**config.mk**
```make
export PLATFORM = sky130hd
export DESIGN_NAME = regfile_sb
export DESIGN_NICKNAME = d
export VERILOG_FILES = /design/src/rtl/regfile_sb.sv
export SDC_FILE = /design/constraint.sdc
export NUM_CORES = 1
export LEC_CHECK = 0
export CORE_MARGIN = 2
export CORE_UTILIZATION = 35
export DETAILED_ROUTE_END_ITERATION = 8
export PLACE_DENSITY = 0.5
export SLEW_MARGIN = 20
export SYNTH_ARGS = -nofsm -noshare
export SYNTH_HDL_FRONTEND = slang
export SYNTH_SLANG_ARGS = --single-unit
```
**constraint.sdc**
```tcl
create_clock -name clk -period 9.8 [get_ports clk]
set_input_delay 1.96 -clock clk [delete_from_list [all_inputs] [get_ports clk]]
set_output_delay 1.96 -clock clk [all_outputs]
set_load 0.05 [all_outputs]
```
**src/rtl/regfile_sb.sv**
```systemverilog
// Register file with two write ports, two combinational read ports and a
// per-register pending (scoreboard) bit for tracking outstanding producers.
module regfile_sb #(
  parameter int DATA_W  = 16,
  parameter int ADDR_W  = 4,
  parameter int BYPASS  = 1,
  parameter int ZERO_R0 = 0
) (
  input  logic              clk,
  input  logic              rst,
  input  logic [ADDR_W-1:0] ra,
  input  logic [ADDR_W-1:0] rb,
  output logic [DATA_W-1:0] rav,
  output logic [DATA_W-1:0] rbv,
  output logic              ra_busy,
  output logic              rb_busy,
  input  logic              wr0,
  input  logic [ADDR_W-1:0] rw0,
  input  logic [DATA_W-1:0] val0,
  input  logic              wr1,
  input  logic [ADDR_W-1:0] rw1,
  input  logic [DATA_W-1:0] val1,
  input  logic              rsv,
  input  logic [ADDR_W-1:0] rsv_addr,
  output logic [ADDR_W:0]   pend_cnt,
  output logic              rsv_err
);

  localparam int DEPTH = 1 << ADDR_W;

  logic [DATA_W-1:0] r_mem [DEPTH];
  logic [DEPTH-1:0]  r_pend;
  logic [ADDR_W:0]   r_cnt;
  logic              r_err;

  logic              w_we0;
  logic              w_we1;
  logic              w_rsvEn;
  logic [DEPTH-1:0]  w_pendClr;
  logic [DEPTH-1:0]  w_pendNext;
  logic              w_rsvErr;
  logic [ADDR_W:0]   w_popcnt;

  // Register 0 swallows writes and reservations when hardwired to zero.
  assign w_we0   = wr0 && !rst && !(ZERO_R0 != 0 && rw0 == '0);
  assign w_we1   = wr1 && !rst && !(ZERO_R0 != 0 && rw1 == '0);
  assign w_rsvEn = rsv && !rst && !(ZERO_R0 != 0 && rsv_addr == '0);

  // Writes clear pending first, so a same-edge reservation re-sets it and
  // only a register still pending after the clears counts as a double reserve.
  always_comb begin
    w_pendClr = r_pend;
    if (w_we0) w_pendClr[rw0] = 1'b0;
    if (w_we1) w_pendClr[rw1] = 1'b0;
    w_pendNext = w_pendClr;
    w_rsvErr   = 1'b0;
    if (w_rsvEn) begin
      w_pendNext[rsv_addr] = 1'b1;
      w_rsvErr             = w_pendClr[rsv_addr];
    end
    w_popcnt = '0;
    for (int i = 0; i < DEPTH; i++) begin
      w_popcnt = w_popcnt + {{ADDR_W{1'b0}}, w_pendNext[i]};
    end
  end

  // Port 1 is assigned last so it wins an address collision.
  always_ff @(posedge clk or posedge rst) begin
    if (rst) begin
      for (int i = 0; i < DEPTH; i++) begin
        r_mem[i] <= '0;
      end
      r_pend <= '0;
      r_cnt  <= '0;
      r_err  <= 1'b0;
    end else begin
      if (w_we0) r_mem[rw0] <= val0;
      if (w_we1) r_mem[rw1] <= val1;
      r_pend <= w_pendNext;
      r_cnt  <= w_popcnt;
      if (w_rsvErr) r_err <= 1'b1;
    end
  end

  always_comb begin
    rav = r_mem[ra];
    if (BYPASS != 0) begin
      if (w_we1 && rw1 == ra)      rav = val1;
      else if (w_we0 && rw0 == ra) rav = val0;
    end
    if (ZERO_R0 != 0 && ra == '0) rav = '0;
  end

  always_comb begin
    rbv = r_mem[rb];
    if (BYPASS != 0) begin
      if (w_we1 && rw1 == rb)      rbv = val1;
      else if (w_we0 && rw0 == rb) rbv = val0;
    end
    if (ZERO_R0 != 0 && rb == '0) rbv = '0;
  end

  assign ra_busy  = r_pend[ra];
  assign rb_busy  = r_pend[rb];
  assign pend_cnt = r_cnt;
  assign rsv_err  = r_err;

endmodule
```
==> reports/qor.csv, run 1 <==
stage,metric,value,unit
pwr,power.total,0.004704,W
die,die_w,236.2,um
worst_setup_path,path_max_fanout,32,
die,dieArea,55780,sq um
cells_and_area,layout-drive-gt1-share,15.75,%
global_route,grt_pass1_wl,99.08,mm
routing,first_pass_iters,5,
synthesis,post-synth-top-count-cell,mux2i_1,
synthesis,syn_inst,1780,
worst_setup_path,crit_top_cell,clkdlybuf4s50_1,
cells_and_area,n_fill_cell,5202,
cts,postCtsSetupRepairBufs,0,
worst_setup_path,crit_path_end_kind,output pin,
job,cap_violations,0,
synthesis,synth_top_area_cell,dfrtp_1,
synthesis,synth.cell_area,18870,sq um
synthesis,synthArstFlopShare,100.0,%
cts,root_buffer,clkbuf_16,
die,core_area,53600,sq um
cells_and_area,antenna_cells,0,
timing,maxSlewHeadroom,25.38,%
pwr,p_sw,0.001649,W
cts,cts_max_path_buffers,3,
pwr,sw_frac_of_total,35.05,%
placement,dpl.hpwl,39.52,mm
cells_and_area,nets,1824,
synthesis,yosysUniqueCellTypes,61,
cells_and_area,fin_util,39.82,%
cts,cts_made_buffers,36,
pwr,leakagePower,9.698,nW
routing,via_count,14350,
synthesis,postSynthAreaPerCell,10.60,sq um
routing,antenna_left,0,
cts,postCtsResizedCells,0,
cts,insertion_delay,0.56,ns
pwr,power_density,220.4,nW/um^2
worst_setup_path,cpPeakStageDelay,0.87,ns
timing,drv_slew,0,
pwr,p_comb_share,35.2,%
synthesis,netlist.area_leader.share,36.87,%
pwr,vdd_ir_drop_max,0.1393,mV
placement,port_buffers,96,
worst_setup_path,critPathArrivalTime,5.53,ns
global_route,grt_pass1_vias,14320,
timing,finalHoldViolCount,0,
timing,worst_slew_pin_slew,1.118,ns
timing,fin_crit_sh,76.45,%
routing,routedWlPerCell,26.85,um
pwr,p_int,0.003056,W
synthesis,synth_edf_count,0,
synthesis,synth_area_leaders,"dfrtp_1 37%, mux2i_1 20%, mux4_2 16%",
timing,fin_crit,7.492,ns
global_route,antenna_found_initial,0,
routing,via_per_inst,5.798,
routing,drc,0,
synthesis,ys_seq_elements,278,
worst_setup_path,path_cells,clkdlybuf4s50_1 -> xor2_1 -> nor3_1 -> nand3_2 -> a21oi_1 -> clkdlybuf4s50_1,
synthesis,synth_ff_type,dfrtp_1,
routing,totalWireLength,66.43,mm
placement,place_congestion,0.8543,
cts,cts_tree,built,
cts,clock-sinks,278,
timing,rsz0062_at_grt,no,
die,initial_core_util,35.20,%
global_route,grt.total_usage,23.89,%
die,die_height,236.2,um
worst_setup_path,cp.required,7.84,ns
timing,fmax,133.5,MHz
timing,fin_ws,2.308,ns
global_route,gr-total-overflow,0,
die,pin_count,97,
pwr,clkPwrFrac,28.5,%
status,status,"finished, final reports clean",
cells_and_area,final_area,21340,sq um
placement,place_ws,2.220,ns
worst_setup_path,cp_slowest_cell,clkdlybuf4s50_1,
synthesis,synthTopCellsByCount,"384 x mux2i_1, 278 x dfrtp_1, 187 x nor2_1, 178 x a21oi_1",
cts,clkTransAtPathRegs,0.06,ns
die,fp-row-count,85,
worst_hold_path,holdCritPathClass,flip-flop to flip-flop,
worst_setup_path,criticalPathCategory,input port to output pin,
cts,htreeDepth,2,
pwr,seq_power_share,36.3,%
placement,placed_area,20160,sq um
synthesis,syn_nets,1852,
timing,skew,0.01465,ns
synthesis,ys_seq_area_share,36.87,%
timing,setup_viol,0,
routing,drt_iter0_markers,1277,
synthesis,yosysWarnings,0,
cts,cts_hold_buf,0,
worst_setup_path,worst_setup_path_start_kind,input port,
global_route,grt_max_degree,147,
cells_and_area,area_growth_syn_to_layout,13.12,%
-- worst max-delay path, delay by kind of cell --
kind	cells	cell delay [ns]
buffers and inverters	2	1.65
AND/OR/NAND/NOR	2	1.04
AO/OA/AOI/OAI	1	0.53
XOR/XNOR	1	0.31
-- layout make-up --
type	instances	area, sq um	share of cell area [%]
inverters	18	71.32	0.3342
clock inverters	9	87.58	0.4104
clock buffers	55	1095	5.130
repair buffers	136	1244	5.827
well taps	696	870.8	4.080
flip-flops and latches	278	6957	32.59
multi-input cells	1282	11020	51.62
-- flip-flops by register name, indices dropped and copies added, names as in the netlist --
register and flops:
pend_cnt 5, r_pend 16, r_mem 256, rsv_err 1
-- worst paths after layout --
path | endpoint | slack, ns | from | cells past startpoint
min | rsv_err$_DFFE_PP0P_ | 0.51 | rsv_err$_DFFE_PP0P_ | 2
max | rbv[13] | 2.31 | rw1[1] | 6
min reg2reg | rsv_err$_DFFE_PP0P_ | 0.51 | rsv_err$_DFFE_PP0P_ | 2
max reg2reg | pend_cnt[3]$_DFF_PP0_ | 6.04 | r_pend[3]$_DFF_PP0_ | 13
min in group asynchronous | rsv_err$_DFFE_PP0P_ | 2.49 | rst | 3
max in group asynchronous | r_mem[226]$_DFF_PP0_ | 5.00 | rst | 5
-- placed cells by master (no fill, tap or decap), types with 3 or more instances in the layout --
| master | netlist | final |
|---|---|---|
| a21oi_1 | 178 | 177 |
| a32o_1 | 8 | 7 |
| and2_1 | 4 | 5 |
| buf_2 | 45 | 4 |
| buf_4 | 22 | 43 |
| clkbuf_1 | 120 | 9 |
| clkbuf_16 | 0 | 38 |
| clkbuf_8 | 0 | 8 |
| clkdlybuf4s50_1 | 0 | 88 |
| clkinv_2 | 0 | 5 |
| dfrtp_1 | 278 | 278 |
| fa_1 | 10 | 7 |
| fa_2 | 0 | 3 |
| ha_1 | 5 | 4 |
| inv_1 | 18 | 17 |
| mux2i_1 | 384 | 384 |
| mux4_2 | 138 | 138 |
| nand2_1 | 138 | 138 |
| nand2_2 | 5 | 5 |
| nand2b_1 | 4 | 4 |
| nand3_1 | 8 | 4 |
| nand3_2 | 0 | 4 |
| nand4bb_1 | 4 | 4 |
| nor2_1 | 187 | 184 |
| nor2_2 | 3 | 4 |
| nor2_4 | 1 | 3 |
| nor2b_1 | 10 | 10 |
| nor3_1 | 11 | 6 |
| nor3_2 | 0 | 5 |
| nor4_1 | 5 | 5 |
| o21ai_0 | 112 | 112 |
| o21ai_1 | 3 | 3 |
| o221ai_1 | 3 | 3 |
| xnor2_1 | 5 | 5 |
| xor2_1 | 15 | 15 |
-- logic make-up (layout without fill, tap and decap cells) --
group / count (synthesis) / count (layout) / share of synthesized area (%)
fa+ha+maj: 15 / 15 / 1.393
simple gates: 400 / 400 / 9.457
flops: 278 / 278 / 36.87
compound gates: 325 / 325 / 9.311
xor+xnor: 20 / 20 / 0.9285
mux: 522 / 522 / 36.85
buf+inv: 220 / 218 / 5.193
-- metal layers --
metal | up-vias | routed length (um) | track usage [%]
met2 | 507 | 32890 | 40.73
li1 | 6379 | - | -
met5 | - | 0 | 0
met1 | 7368 | 28370 | 32.06
met3 | 91 | 3855 | 3.464
met4 | 0 | 1314 | 5.811
-- stage by stage --
step | hold slack (ns) | cells | TNS [ns]
after global placement | 0.4824 | 2410 | 0
after detailed placement | 0.4971 | 2410 | 0
after global routing | 0.5403 | 2474 | 0
after CTS | 0.5116 | 2474 | 0
after floorplan | 0.5320 | 1780 | -1.239
final | 0.5139 | 2474 | 0
-- power groups by stage --
stage | Sequential (W) | Combinational [W] | Clock, W
after floorplan | 0.00165 | 0.00124 | 0
after global placement | 0.00170 | 0.00164 | 0
after detailed placement | 0.00171 | 0.00166 | 0
after CTS | 0.00170 | 0.00167 | 0.00137
after global routing | 0.00174 | 0.00181 | 0.00142
final | 0.00171 | 0.00166 | 0.00134
(Power assumes the default switching activity.)
==> inputs of run 2 (changes only) <==
PLACE_DENSITY = 0.48   (was 0.5)
clock period = 7 ns   (was 9.8 ns; I/O delays follow)
==> run 2 against run 1 <==
Against the previous run:
- via count decreased by 0.86%
- wire length up 5.9%
- sequential power increased by 39%
- clock skew is 0.0017 ns lower
- worst hold slack worse by 0.012 ns
- register-to-register slack worse by 2.9 ns
- global-route usage rose by 1.6 points
- clock-buffer cell count increased by 2
- core utilization rose by 0.50 points
- critical path depth fell by 1
- setup slack got worse by 1.2 ns
==> reports/qor.csv, run 2 (synthesis gave the netlist of run 1 again) <==
stage,metric,value,unit,change
status,status,"finished, final reports clean",,unchanged
pwr,leakagePower,9.846,nW,was 9.698 nW
timing,worst_slew_pin_slew,1.154,ns,was 1.118 ns
routing,via_count,14220,,was 14.35k
worst_setup_path,r2r.worst_path.cells,13,,unchanged
pwr,clkPwrFrac,28.8,%,was 28.5%
pwr,power.total,0.006607,W,was 0.004704 W
worst_setup_path,crit_path_end_kind,output pin,,unchanged
routing,drt_iter0_markers,1113,,"was 1,277"
routing,first_pass_iters,6,,was 5
die,die_w,236.2,um,unchanged
cells_and_area,final_cell_mix,"384 x mux2i_1, 278 x dfrtp_1, 184 x nor2_1, 177 x a21oi_1",,unchanged
job,cap_violations,0,,unchanged
worst_hold_path,worst_hold_startpoint,rsv_err$_DFFE_PP0P_,,unchanged
cts,cts_tree,built,,unchanged
placement,dp.cells,2428,,"was 2,410"
routing,drc,0,,unchanged
timing,fin_crit,5.937,ns,
worst_setup_path,rr_startpoint,r_pend[3]$_DFF_PP0_,,unchanged
placement,place_ws,0.9364,ns,was 2.220 ns
global_route,grt_pass1_vias,14790,,was 14.32k
placement,dpl.hpwl,40.71,mm,was 39.52 mm
cells_and_area,layout.cells.non_filler,2497,,"was 2,474"
timing,fin_ws,1.063,ns,was 2.308 ns
die,core_area,53600,sq um,unchanged
worst_hold_path,holdCritPathClass,flip-flop to flip-flop,,unchanged
cts,postCtsResizedCells,0,,unchanged
routing,antenna_left,0,,unchanged
timing,drv_slew,0,,unchanged
timing,setup_viol,0,,unchanged
cts,cts_hold_buf,0,,unchanged
global_route,antenna_found_initial,2,,was 0
worst_setup_path,reg2reg_to,pend_cnt[4]$_DFF_PP0_,,was pend_cnt[3]$_DFF_PP0_
worst_setup_path,critPathArrivalTime,4.54,ns,was 5.53 ns
worst_hold_path,hold_depth,2,,unchanged
cells_and_area,fin_util,40.32,%,was 39.82%
cts,cts_max_path_buffers,3,,unchanged
worst_setup_path,cp.required,5.60,ns,was 7.84 ns
pwr,power_density,305.7,nW/um^2,was 220.4 nW/um^2
cts,clkTransAtPathRegs,0.06,ns,about the same
routing,totalWireLength,70.34,mm,was 66.43 mm
cts,insertion_delay,0.56,ns,about the same
timing,skew,0.01295,ns,was 0.01465 ns
global_route,grt_max_degree,180,,was 147
pwr,vdd_ir_drop_max,0.2360,mV,was 0.1393 mV
timing,tns,0,ns,unchanged
timing,fmax,168.4,MHz,
timing,maxSlewHeadroom,22.98,%,was 25.38%
worst_setup_path,r2r_slack,3.16,ns,was 6.04 ns
global_route,gr-total-overflow,0,,unchanged
die,fp-row-count,85,,unchanged
die,pin_count,97,,unchanged
pwr,sw_frac_of_total,35.03,%,was 35.05%
placement,place_congestion,0.8252,,was 0.8543
global_route,grt.total_usage,25.48,%,was 23.89%
timing,finalHoldViolCount,0,,unchanged
worst_setup_path,worst_setup_path_start_kind,input port,,unchanged
cts,postCtsSetupRepairBufs,0,,unchanged
cts,htreeDepth,2,,unchanged
pwr,p_sw,0.002314,W,was 0.001649 W
die,die_height,236.2,um,unchanged
timing,fin_crit_sh,84.81,%,
worst_setup_path,criticalPathCategory,input port to output pin,,unchanged
global_route,grt_pass1_wl,103.7,mm,was 99.08 mm
routing,routedWlPerCell,28.17,um,was 26.85 um
timing,rsz0062_at_grt,no,,unchanged
cts,clock-sinks,278,,unchanged
worst_hold_path,worstHoldEndpoint,rsv_err$_DFFE_PP0P_,,unchanged
cells_and_area,top_register,r_mem,,unchanged
cts,cts_made_buffers,37,,was 36
placement,port_buffers,96,,unchanged
pwr,p_comb_share,35.2,%,about the same
routing,via_per_inst,5.696,,was 5.798
die,dieArea,55780,sq um,unchanged
cells_and_area,nets,1845,,"was 1,824"
cts,root_buffer,clkbuf_16,,unchanged
cells_and_area,largest_reg_flops,256,,unchanged
cells_and_area,area_growth_syn_to_layout,14.56,%,was 13.12%
cells_and_area,final_common_cell,mux2i_1,,unchanged
die,initial_core_util,35.20,%,unchanged
pwr,seq_power_share,36.0,%,was 36.3%
worst_setup_path,path_max_fanout,19,,was 32
cells_and_area,layout-drive-gt1-share,17.28,%,was 15.75%
pwr,p_int,0.004292,W,was 0.003056 W
[run 2: changes by cell type in the layout (fill, tap and decap cells not counted), sizes merged]
| cell | delta |
|---|---|
| inv | +1 |
| diode | +1 |
| clkinv | -1 |
| clkdlybuf4s50 | -9 |
| clkbuf | +2 |
| buf | +29 |
[run 2: worst max path at each step]
stage | from | to | slack (ns) | depth (start not counted)
global placement | rst | pend_cnt[4]$_DFF_PP0_ | 0.98 | 16
CTS | rw1[0] | rbv[12] | 1.01 | 5
global route | rw1[0] | rbv[12] | 0.97 | 5
finish | rw1[0] | rbv[12] | 1.06 | 5
floorplan | rst | pend_cnt[4]$_DFF_PP0_ | -2.57 | 16
detailed placement | rst | pend_cnt[4]$_DFF_PP0_ | 0.94 | 15
[run 2: final cells by class]
type                    count  area (sq um)
inverters                  18         71.32
diodes                      1         2.502
clock buffers              57          1101
clock inverters             9         98.84
fillers                  5206         31990
flip-flops and latches    278          6957
repair buffers            156          1474
well taps                 696         870.8
multi-input cells        1282         11040
[run 2: routing by layer]
| layer | global-route usage, % | wire length [um] | vias to the layer above |
|---|---|---|---|
| li1 | - | - | 6446 |
| met1 | 31.54 | 28890 | 7161 |
| met2 | 44.00 | 35150 | 471 |
| met3 | 4.892 | 3674 | 144 |
| met4 | 9.762 | 2626 | 0 |
| met5 | 0 | 0 | - |
[run 2: power groups by stage]
stage | Clock [W] | Sequential (W) | Combinational (W)
after CTS | 0.00194 | 0.00237 | 0.00235
final | 0.00190 | 0.00238 | 0.00232
after global routing | 0.00201 | 0.00244 | 0.00254
after global placement | 0 | 0.00237 | 0.00228
after floorplan | 0 | 0.00232 | 0.00174
after detailed placement | 0 | 0.00239 | 0.00234
[run 2: per-stage QoR]
stage	cell area (sq um)	hold WS [ns]
3_3_place_gp	20340	0.4842
3_5_place_dp	20360	0.4938
6_report	21610	0.5024
5_1_grt	21610	0.5411
4_1_cts	21560	0.5080
2_1_floorplan	18920	0.5320
[run 2: worst max-delay path: stages]
cell	delay, ns
clkdlybuf4s50_1	0.95
xnor2_1	0.21
nand3_2	0.60
a21oi_1	0.50
clkdlybuf4s50_1	0.86
